$ cat src/rtl/mem_lsu_if.sv
// Data-memory bus between the load/store unit and the memory.
// The LSU drives the request side and the memory returns the ready/read side.
interface mem_lsu_if;
  logic        dmem_req;
  logic        dmem_we;
  logic [31:0] dmem_addr;
  logic [31:0] dmem_wdata;
  logic [3:0]  dmem_be;
  logic        dmem_ready;
  logic        dmem_rvalid;
  logic [31:0] dmem_rdata;

  modport master (
    output dmem_req, dmem_we, dmem_addr, dmem_wdata, dmem_be,
    input  dmem_ready, dmem_rvalid, dmem_rdata
  );

  modport slave (
    input  dmem_req, dmem_we, dmem_addr, dmem_wdata, dmem_be,
    output dmem_ready, dmem_rvalid, dmem_rdata
  );
endinterface

$ cat src/rtl/mem_lsu.sv
// Load/store unit: one outstanding access, byte-lane store formatting,
// aligned and extended load results, misaligned accesses rejected in place.
module mem_lsu_lane #(
  parameter int LANE = 0
) (
  input  logic        is_b,
  input  logic        is_h,
  input  logic [1:0]  off,
  input  logic [31:0] rs2,
  output logic        be,
  output logic [7:0]  wbyte
);
  always_comb begin
    be    = 1'b1;
    wbyte = rs2[8*LANE +: 8];
    if (is_b) begin
      be    = (off == 2'(LANE));
      wbyte = rs2[7:0];
    end else if (is_h) begin
      be    = (off[1] == 1'(LANE / 2));
      wbyte = rs2[8*(LANE % 2) +: 8];
    end
  end
endmodule

module mem_lsu (
  input  logic        clk,
  input  logic        reset,
  input  logic        ex_valid_in,
  input  logic        MemRW_in,
  input  logic        memRead_in,
  input  logic [2:0]  funct3_in,
  input  logic [31:0] ALU_res_in,
  input  logic [31:0] rs2_in,
  output logic        stall_out,
  output logic [31:0] ld_data_out,
  output logic        ld_valid_out,
  output logic        misalign_out,
  mem_lsu_if.master   dmem
);
  localparam int NUM_LANES = 4;
  localparam int VEC_W     = 8;

  typedef enum logic [1:0] {IDLE, REQ, WAIT, DONE} state_e;

  typedef struct packed {
    logic       we;
    logic [2:0] f3;
    logic [1:0] off;
  } req_t;

  state_e state, state_nxt;
  req_t   req_q;

  logic                              mem_op, is_b, is_h, misaligned, accept;
  logic                              stall, req;
  logic [NUM_LANES-1:0]              be_d, be_q;
  logic [NUM_LANES-1:0][VEC_W-1:0]   wdata_d, wdata_q;
  logic [31:0]                       addr_q, ld_ext, rshift;

  // funct3[1:0] selects width; 011/110/111 fall through to word.
  assign is_b       = (funct3_in[1:0] == 2'b00);
  assign is_h       = (funct3_in[1:0] == 2'b01);
  assign mem_op     = ex_valid_in & (MemRW_in | memRead_in);
  assign misaligned = (is_h & ALU_res_in[0]) | (~is_b & ~is_h & (|ALU_res_in[1:0]));
  assign accept     = (state == IDLE) & mem_op & ~misaligned;

  for (genvar i = 0; i < NUM_LANES; i++) begin : g_lane
    mem_lsu_lane #(.LANE(i)) u_lane (
      .is_b  (is_b),
      .is_h  (is_h),
      .off   (ALU_res_in[1:0]),
      .rs2   (rs2_in),
      .be    (be_d[i]),
      .wbyte (wdata_d[i])
    );
  end

  always_comb begin
    rshift = dmem.dmem_rdata >> {req_q.off, 3'b000};
    case (req_q.f3[1:0])
      2'b00:   ld_ext = {{24{~req_q.f3[2] & rshift[7]}}, rshift[7:0]};
      2'b01: begin
        rshift = dmem.dmem_rdata >> {req_q.off[1], 4'b0000};
        ld_ext = {{16{~req_q.f3[2] & rshift[15]}}, rshift[15:0]};
      end
      default: ld_ext = dmem.dmem_rdata;
    endcase
  end

  always_comb begin
    state_nxt = state;
    stall     = 1'b0;
    req       = 1'b0;
    case (state)
      IDLE: if (accept) begin
        stall     = 1'b1;
        state_nxt = REQ;
      end
      REQ: begin
        stall = 1'b1;
        req   = 1'b1;
        if (dmem.dmem_ready) state_nxt = req_q.we ? DONE : WAIT;
      end
      WAIT: begin
        stall = 1'b1;
        if (dmem.dmem_rvalid) state_nxt = DONE;
      end
      default: state_nxt = IDLE;
    endcase
  end

  always_ff @(posedge clk) begin
    if (reset) begin
      state        <= IDLE;
      req_q        <= '0;
      addr_q       <= '0;
      wdata_q      <= '0;
      be_q         <= '0;
      ld_data_out  <= '0;
      ld_valid_out <= 1'b0;
      misalign_out <= 1'b0;
    end else begin
      state        <= state_nxt;
      ld_valid_out <= (state == WAIT) & dmem.dmem_rvalid;
      misalign_out <= (state == IDLE) & mem_op & misaligned;
      if (accept) begin
        req_q   <= '{we: MemRW_in, f3: funct3_in, off: ALU_res_in[1:0]};
        addr_q  <= {ALU_res_in[31:2], 2'b00};
        wdata_q <= wdata_d;
        be_q    <= be_d;
      end
      if ((state == WAIT) && dmem.dmem_rvalid) ld_data_out <= ld_ext;
    end
  end

  assign stall_out       = stall & ~reset;
  assign dmem.dmem_req   = req;
  assign dmem.dmem_we    = req_q.we;
  assign dmem.dmem_addr  = addr_q;
  assign dmem.dmem_wdata = wdata_q;
  assign dmem.dmem_be    = be_q;
endmodule

$ cat src/flat_wrapper.sv
// flat-port wrapper written by rule: the top's interface ports become plain ports
module mem_lsu_flat 
  (clk, reset, ex_valid_in, MemRW_in, memRead_in, funct3_in, ALU_res_in, rs2_in, stall_out, ld_data_out, ld_valid_out, misalign_out, dmem_dmem_req, dmem_dmem_we, dmem_dmem_addr, dmem_dmem_wdata, dmem_dmem_be, dmem_dmem_ready, dmem_dmem_rvalid, dmem_dmem_rdata);
  mem_lsu_if dmem_i ();
  input  logic clk;
  input  logic reset;
  input  logic ex_valid_in;
  input  logic MemRW_in;
  input  logic memRead_in;
  input  logic [2:0] funct3_in;
  input  logic [31:0] ALU_res_in;
  input  logic [31:0] rs2_in;
  output logic stall_out;
  output logic [31:0] ld_data_out;
  output logic ld_valid_out;
  output logic misalign_out;
  output wire logic [$bits(dmem_i.dmem_req)-1:0] dmem_dmem_req;
  output wire logic [$bits(dmem_i.dmem_we)-1:0] dmem_dmem_we;
  output wire logic [$bits(dmem_i.dmem_addr)-1:0] dmem_dmem_addr;
  output wire logic [$bits(dmem_i.dmem_wdata)-1:0] dmem_dmem_wdata;
  output wire logic [$bits(dmem_i.dmem_be)-1:0] dmem_dmem_be;
  input wire logic [$bits(dmem_i.dmem_ready)-1:0] dmem_dmem_ready;
  input wire logic [$bits(dmem_i.dmem_rvalid)-1:0] dmem_dmem_rvalid;
  input wire logic [$bits(dmem_i.dmem_rdata)-1:0] dmem_dmem_rdata;
  assign dmem_dmem_req = dmem_i.dmem_req;
  assign dmem_dmem_we = dmem_i.dmem_we;
  assign dmem_dmem_addr = dmem_i.dmem_addr;
  assign dmem_dmem_wdata = dmem_i.dmem_wdata;
  assign dmem_dmem_be = dmem_i.dmem_be;
  assign dmem_i.dmem_ready = dmem_dmem_ready;
  assign dmem_i.dmem_rvalid = dmem_dmem_rvalid;
  assign dmem_i.dmem_rdata = dmem_dmem_rdata;
  mem_lsu u_core (.clk(clk), .reset(reset), .ex_valid_in(ex_valid_in), .MemRW_in(MemRW_in), .memRead_in(memRead_in), .funct3_in(funct3_in), .ALU_res_in(ALU_res_in), .rs2_in(rs2_in), .stall_out(stall_out), .ld_data_out(ld_data_out), .ld_valid_out(ld_valid_out), .misalign_out(misalign_out), .dmem(dmem_i));
endmodule
$ cat config.mk
export PLATFORM = sky130hd
export DESIGN_NAME = mem_lsu_flat
export DESIGN_NICKNAME = d
export VERILOG_FILES = /design/src/rtl/mem_lsu_if.sv /design/src/rtl/mem_lsu.sv /design/src/flat_wrapper.sv
export SDC_FILE = /design/constraint.sdc
export NUM_CORES = 1
export LEC_CHECK = 0
export BUFFER_PORTS_ARGS = -buffer_cell sky130_fd_sc_hd__buf_2
export CAP_MARGIN = 10
export CORE_MARGIN = 1
export CORE_UTILIZATION = 45
export CTS_CLUSTER_DIAMETER = 100
export DETAILED_ROUTE_END_ITERATION = 10
export HOLD_SLACK_MARGIN = 0.05
export PLACE_DENSITY = 0.76
export SYNTH_ARGS = -nofsm -noshare
export SYNTH_HDL_FRONTEND = slang
export SYNTH_SLANG_ARGS = --single-unit
$ cat constraint.sdc
create_clock -name clk -period 5.8 [get_ports clk]
set_clock_uncertainty 0.2 [all_clocks]
set_input_delay 0.29 -clock clk [delete_from_list [all_inputs] [get_ports clk]]
set_output_delay 0.29 -clock clk [all_outputs]
set_load 0.005 [all_outputs]
======== Word-level counts from Yosys, hierarchy flattened ========
Index checks and enable logic that the tools add are counted.
cells by class
  eq/ne operators ......................... 10
  shift-type cells ........................ 2
  mux-type cells .......................... 20
  bitwise operators ....................... 19
  reduce and logical (&&, ||, !) cells .... 8
operators by type and width
  cell                                                 number
  one-hot mux 32 bit (2 select lines)                  1
  2-to-1 mux 8 bit                                     5
  >> shifter 32 x 5 -> 16 bit                          1
  >> shifter 32 x 5 -> 8 bit                           1
  AND 1 bit                                            11
  2-to-1 mux 1 bit                                     9
  equality test 2 x 1 -> 1 bit, second input constant  4
  logical NOT 2 bit                                    4
  equality test 2 bit, second input constant           3
  2-to-1 mux 2 bit                                     3
  NOT 1 bit                                            6
  one-hot mux 2 bit (3 select lines)                   1
  != test 2 bit, second input constant                 2
  OR reduction 2 bit                                   2
  AND reduction 3 bit                                  1
  != test 2 x 1 -> 1 bit, second input constant        1
  bitwise OR 1 bit                                     2
  one-hot mux 1 bit (2 select lines)                   1
  logical AND 1 bit                                    1
word-level totals
  register bits ........................... 108
  input port bits ......................... 106
  output and inout port bits .............. 105
  logic and storage cells ................. 72

======== Depth between registers and ports, before layout ========
  depth after elaboration ................. 10
  mapped depth ............................ 9
  depth with buffers taken out ............ 6

======== Cells and area by module ========
From an unflattened synthesis, not the netlist that was laid out.
second synthesis, totals
  cells, all modules ...................... 623
  area total of the unflattened synthesis .. 4943.5 um^2
modules (own cells, without submodules)
  module                                   instances  cells an instance  area an instance (um^2)  sequential area each (um^2)
  mem_lsu                                  1          561                4419.2                   2162.1
  mem_lsu_lane at u_core.g_lane[3].u_lane  1          29                 187.7                    0.0
  mem_lsu_lane at u_core.g_lane[1].u_lane  1          11                 145.1                    0.0
  mem_lsu_lane at u_core.g_lane[2].u_lane  1          12                 118.9                    0.0
  mem_lsu_lane at u_core.g_lane[0].u_lane  1          10                 72.6                     0.0

======== Least setup slack after synthesis ========
Ideal clock, no wire load.
  path kind ............................... reg-to-output
  from .................................... register u_core.state[0]
  to ...................................... output port stall_out
  data arrival time ....................... 1.448 ns
  required time ........................... 5.310 ns
  path slack .............................. 3.862 ns
  cell stages (with the launch flop) ...... 9
  path buffers ............................ 2
  path through ............................ dfxtp_1 inv_1 ha_1 o211a_2 o21a_1 buf_2 buf_2 nor2_1 nor3_1
on the way
  longest elaborated chain between the ends .. 6
  elaborated cells on any way between the ends .. 9
  classes of those cells .................. eq/ne (2); mux (2); bitwise (3); reduce/logical (2)
ends and longest elaborated chain
  item                                    RTL line                      text
  start: declaration                      mem_lsu.sv:52                 state_e state, state_nxt;
  start signal: assignment                mem_lsu.sv:124                state <= state_nxt;
  logical NOT 2 bit                       mem_lsu.sv:66, mem_lsu.sv:95
  AND 1 bit (2 in a row)                  mem_lsu.sv:66                 assign accept = (state == IDLE) & mem_op & ~misaligned;
  2-to-1 mux 1 bit                        mem_lsu.sv:96                 IDLE: if (accept) begin
  one-hot mux 1 bit (2 select lines) (*)  mem_lsu.sv:95                 case (state)
  AND 1 bit (*)                           mem_lsu.sv:137                assign stall_out = stall & ~reset;
  end: declaration                        flat_wrapper.sv:13            output logic stall_out;
Mark *: on every way between the ends. The rest lies on a longest branch, timed or not.

======== Final worst setup path ========
  from .................................... register u_core.state[0]
  to ...................................... register u_core.addr_q[29] (netlist: u_core.dmem.dmem_addr[29])
on the way
  longest elaborated chain between the ends .. 3
ends and longest elaborated chain
  item                    RTL line        text
  logical NOT 2 bit       mem_lsu.sv:66
  AND 1 bit (2 in a row)  mem_lsu.sv:66
  end signal: assignment  mem_lsu.sv:129  addr_q <= {ALU_res_in[31:2], 2'b00};
  end: declaration        mem_lsu.sv:59   logic [31:0] addr_q, ld_ext, rshift;
Every way passes these cells.
A chain may end at the register's enable or synchronous reset.

==> results.toml <==
[power_and_ir_drop]
seqPwrFrac_pct = 46.7
p_per_area_nw_per_um2 = 287
combPwrFrac_pct = 27.7
p_sw_share_pct = 31.2
power_frac_clock_pct = 25.6
leakagePower_nw = 2.93
power_switching_w = 0.000604
power_w = 0.00193
internal-power_w = 0.00133
peakVddDrop_mv = 0.164

[sta]
slew_headroom_pct = 22.4
slew_violations = 0
min_period_ps = 2660
hold_viol_final = 0
finalCritPeriodShare_pct = 45.9
fmax_mhz = 376
timing.hold.ws_ps = 84.6
tightestPinTransition_ps = 1160
timing.setup.tns_ps = 0
rsz0062_at_grt = "no"
setup_violations = 0

[route]
highest_layer = "met4"
routed_wirelength_mm = 14.5
drtAntennaViolNets = 0
met1_length_mm = 5.89
routedWlPerCell_microns = 14.7
wl_met3_microns = 976
via_count = 5236
first_pass_iters = 5
drc = 0
dr_wl_met2_mm = 7.11
vias_per_cell = 5.29
drtIter0Drc = 279

[layout]
syn2layout_area_growth_pct = 40.6
antennaDiodeCount = 0
nNetsFinal = 958
fin_util_pct = 65.3
design_area_sq_um = 6750
drive_gt1_share_pct = 28.8

[clock_tree]
cts_resized = 0
clk_path_buf_depth = 2
cts_made_buffers = 9
cts_tree = "done"
cts_max_level = 3
root_buffer = "clkbuf_8"
clk_latency_ps = 360
cts-hold-fix-buffers = 73
post-cts-setup-buffers = 0
cts.sinks = 108
clk_pin_slew_worst_paths_ps = 100

[global_route]
grt_max_degree = 112
grt.total_usage_pct = 25.7
grt_first_pass_wirelength_mm = 23.0
grt.overflow.total = 0
antenna_found_initial = 0
grt_pass1_vias = 4937

[worst_setup_path]
crit_arrival_ps = 2740
critPathMaxFanout = 57
crit_buf_inv = 2
cpLargestDelayFamily = "compound AO/OA/AOI/OAI gates"
path_class = "reg2reg"
r2r_slack_ps = 3140
path_cells = "inv_1 -> ha_1 -> o211a_2 -> o21a_2 -> buf_4 -> nand2_1 -> a21oi_1"
cpPeakStageDelay_ps = 570
critPathSlowestCell = "buf_4"
cp_data_required_time_ps = 5870
critPathCaptureType = "flip-flop"
critPathLaunchType = "flip-flop"

[yosys]
syn_inst = 603
syn_area_per_cell_sq_um = 7.96
yosysUniqueCellTypes = 40
ys_ff_latch = 108
syn-cell-area_sq_um = 4800
synth.cells.most_frequent = "nand2_1, dfxtp_1, a21oi_1"
synth_top_cell_by_area = "dfxtp_1"
synthTopCellsByArea = "dfxtp_1, nand2_1, a21oi_1"
async_reset_ff_share_pct = 0
synth_top_flop_cell = "dfxtp_1"
synth_edf_count = 0
synth_warnings = 0
synth_most_common_cell = "nand2_1"
seq_area_frac_synth_pct = 45.1
synth_top_area_share_pct = 45.1

[floorplan]
dieWidth_microns = 105
core_area_sq_um = 10300
rows = 37
die_h_microns = 105
die_area_sq_um = 11100
num_io_pins = 211
start_util_pct = 46.5

[place]
placed_cell_area_sq_um = 5800
gp_congestion = 0.856
dp_hpwl_mm = 9.31
io_buffer_count = 208

[run_status]
outcome = "finished, final reports clean"

[min_path]
min-delay-path-class = "in2reg"

[job]
maxCapViolCount = 0
-- state kept, by name, indices dropped and copies added, names as in the netlist --
| register | count |
|---|---|
| u_core.ld_data_out | 32 |
| u_core.misalign_out | 1 |
| u_core.dmem.dmem_addr | 30 |
| u_core.dmem.dmem_wdata | 32 |
| u_core.dmem.dmem_we | 1 |
| u_core.state | 2 |
| u_core.ld_valid_out | 1 |
| u_core.dmem.dmem_be | 4 |
| u_core.req_q | 5 |
-- layout make-up --
| class | count | area (sq um) |
|---|---|---|
| tap | 136 | 170 |
| fill | 900 | 3580 |
| sequential | 108 | 2160 |
| clock inverter | 6 | 88.8 |
| multi-input combinational | 437 | 2370 |
| inverter | 8 | 30.0 |
| timing repair buffer | 284 | 1800 |
| clock buffer | 10 | 128 |
-- through the flow --
step                      setup slack, ps  cells
after floorplan                      3860    604
after global routing                 2900    989
after detailed placement             3100    900
after CTS                            3130    989
after global placement               3180    900
final                                3140    989
-- cells by family after synthesis --
family	Yosys count	synth area share, %
AND/OR/NAND/NOR	250	21.3
adder cells (fa/ha/maj)	4	1.04
XOR/XNOR	1	0.183
multiplexers	29	6.26
other	1	0.0782
flip-flops	108	45.1
buffers and inverters	59	5.61
AO/OA/AOI/OAI	151	20.5
-- cell usage in the layout (no fill, tap or decap), drive strengths merged, types with 2 or more instances in the layout --
cell type / n
dfxtp: 108
nand2b: 5
a311oi: 9
clkinv: 2
ha: 4
nor3b: 2
nor3: 11
a31oi: 8
o221a: 7
dlygate4sd3: 73
nand2: 162
a21oi: 59
conb: 2
clkbuf: 10
nor2: 57
bufinv: 2
clkinvlp: 2
mux2: 8
a211oi: 33
o22ai: 2
inv: 8
o211a: 2
o21ai: 29
mux2i: 21
nand3b: 8
buf: 211
-- path summary, 6_finish.rpt --
kind	startpoint	endpoint	cells after the start
worst max register to register	u_core.state[0]	u_core.dmem.dmem_addr[29]	7
worst max-delay path	u_core.state[0]	u_core.dmem.dmem_addr[29]	7
worst min-delay path	rs2_in[23]	u_core.dmem.dmem_wdata[23]	3
worst min register to register	u_core.dmem.dmem_addr[21]	u_core.dmem.dmem_addr[21]	2
-- tightest hold or removal path, stage by stage --
cell and delay [ps]:
buf_2 90, mux2i_1 130, a211oi_1 90
-- layer usage --
metal | up-vias | global-route usage [%]
met4 | 0 | 14.8
li1 | 2541 | -
met5 | - | 0
met2 | 259 | 44.0
met3 | 47 | 3.90
met1 | 2389 | 30.6
-- power groups by stage --
| stage | combinational (W) | sequential [W] | clock [W] |
|---|---|---|---|
| 6_report | 0.000536 | 0.000903 | 0.000495 |
| 5_1_grt | 0.000593 | 0.000917 | 0.000539 |
| 4_1_cts | 0.000533 | 0.000902 | 0.000513 |
| 3_5_place_dp | 0.000493 | 0.000919 | 0 |
| 3_3_place_gp | 0.000477 | 0.000915 | 0 |
| 2_1_floorplan | 0.000307 | 0.000912 | 0 |
Note: power is estimated with default switching activity, not from simulation.
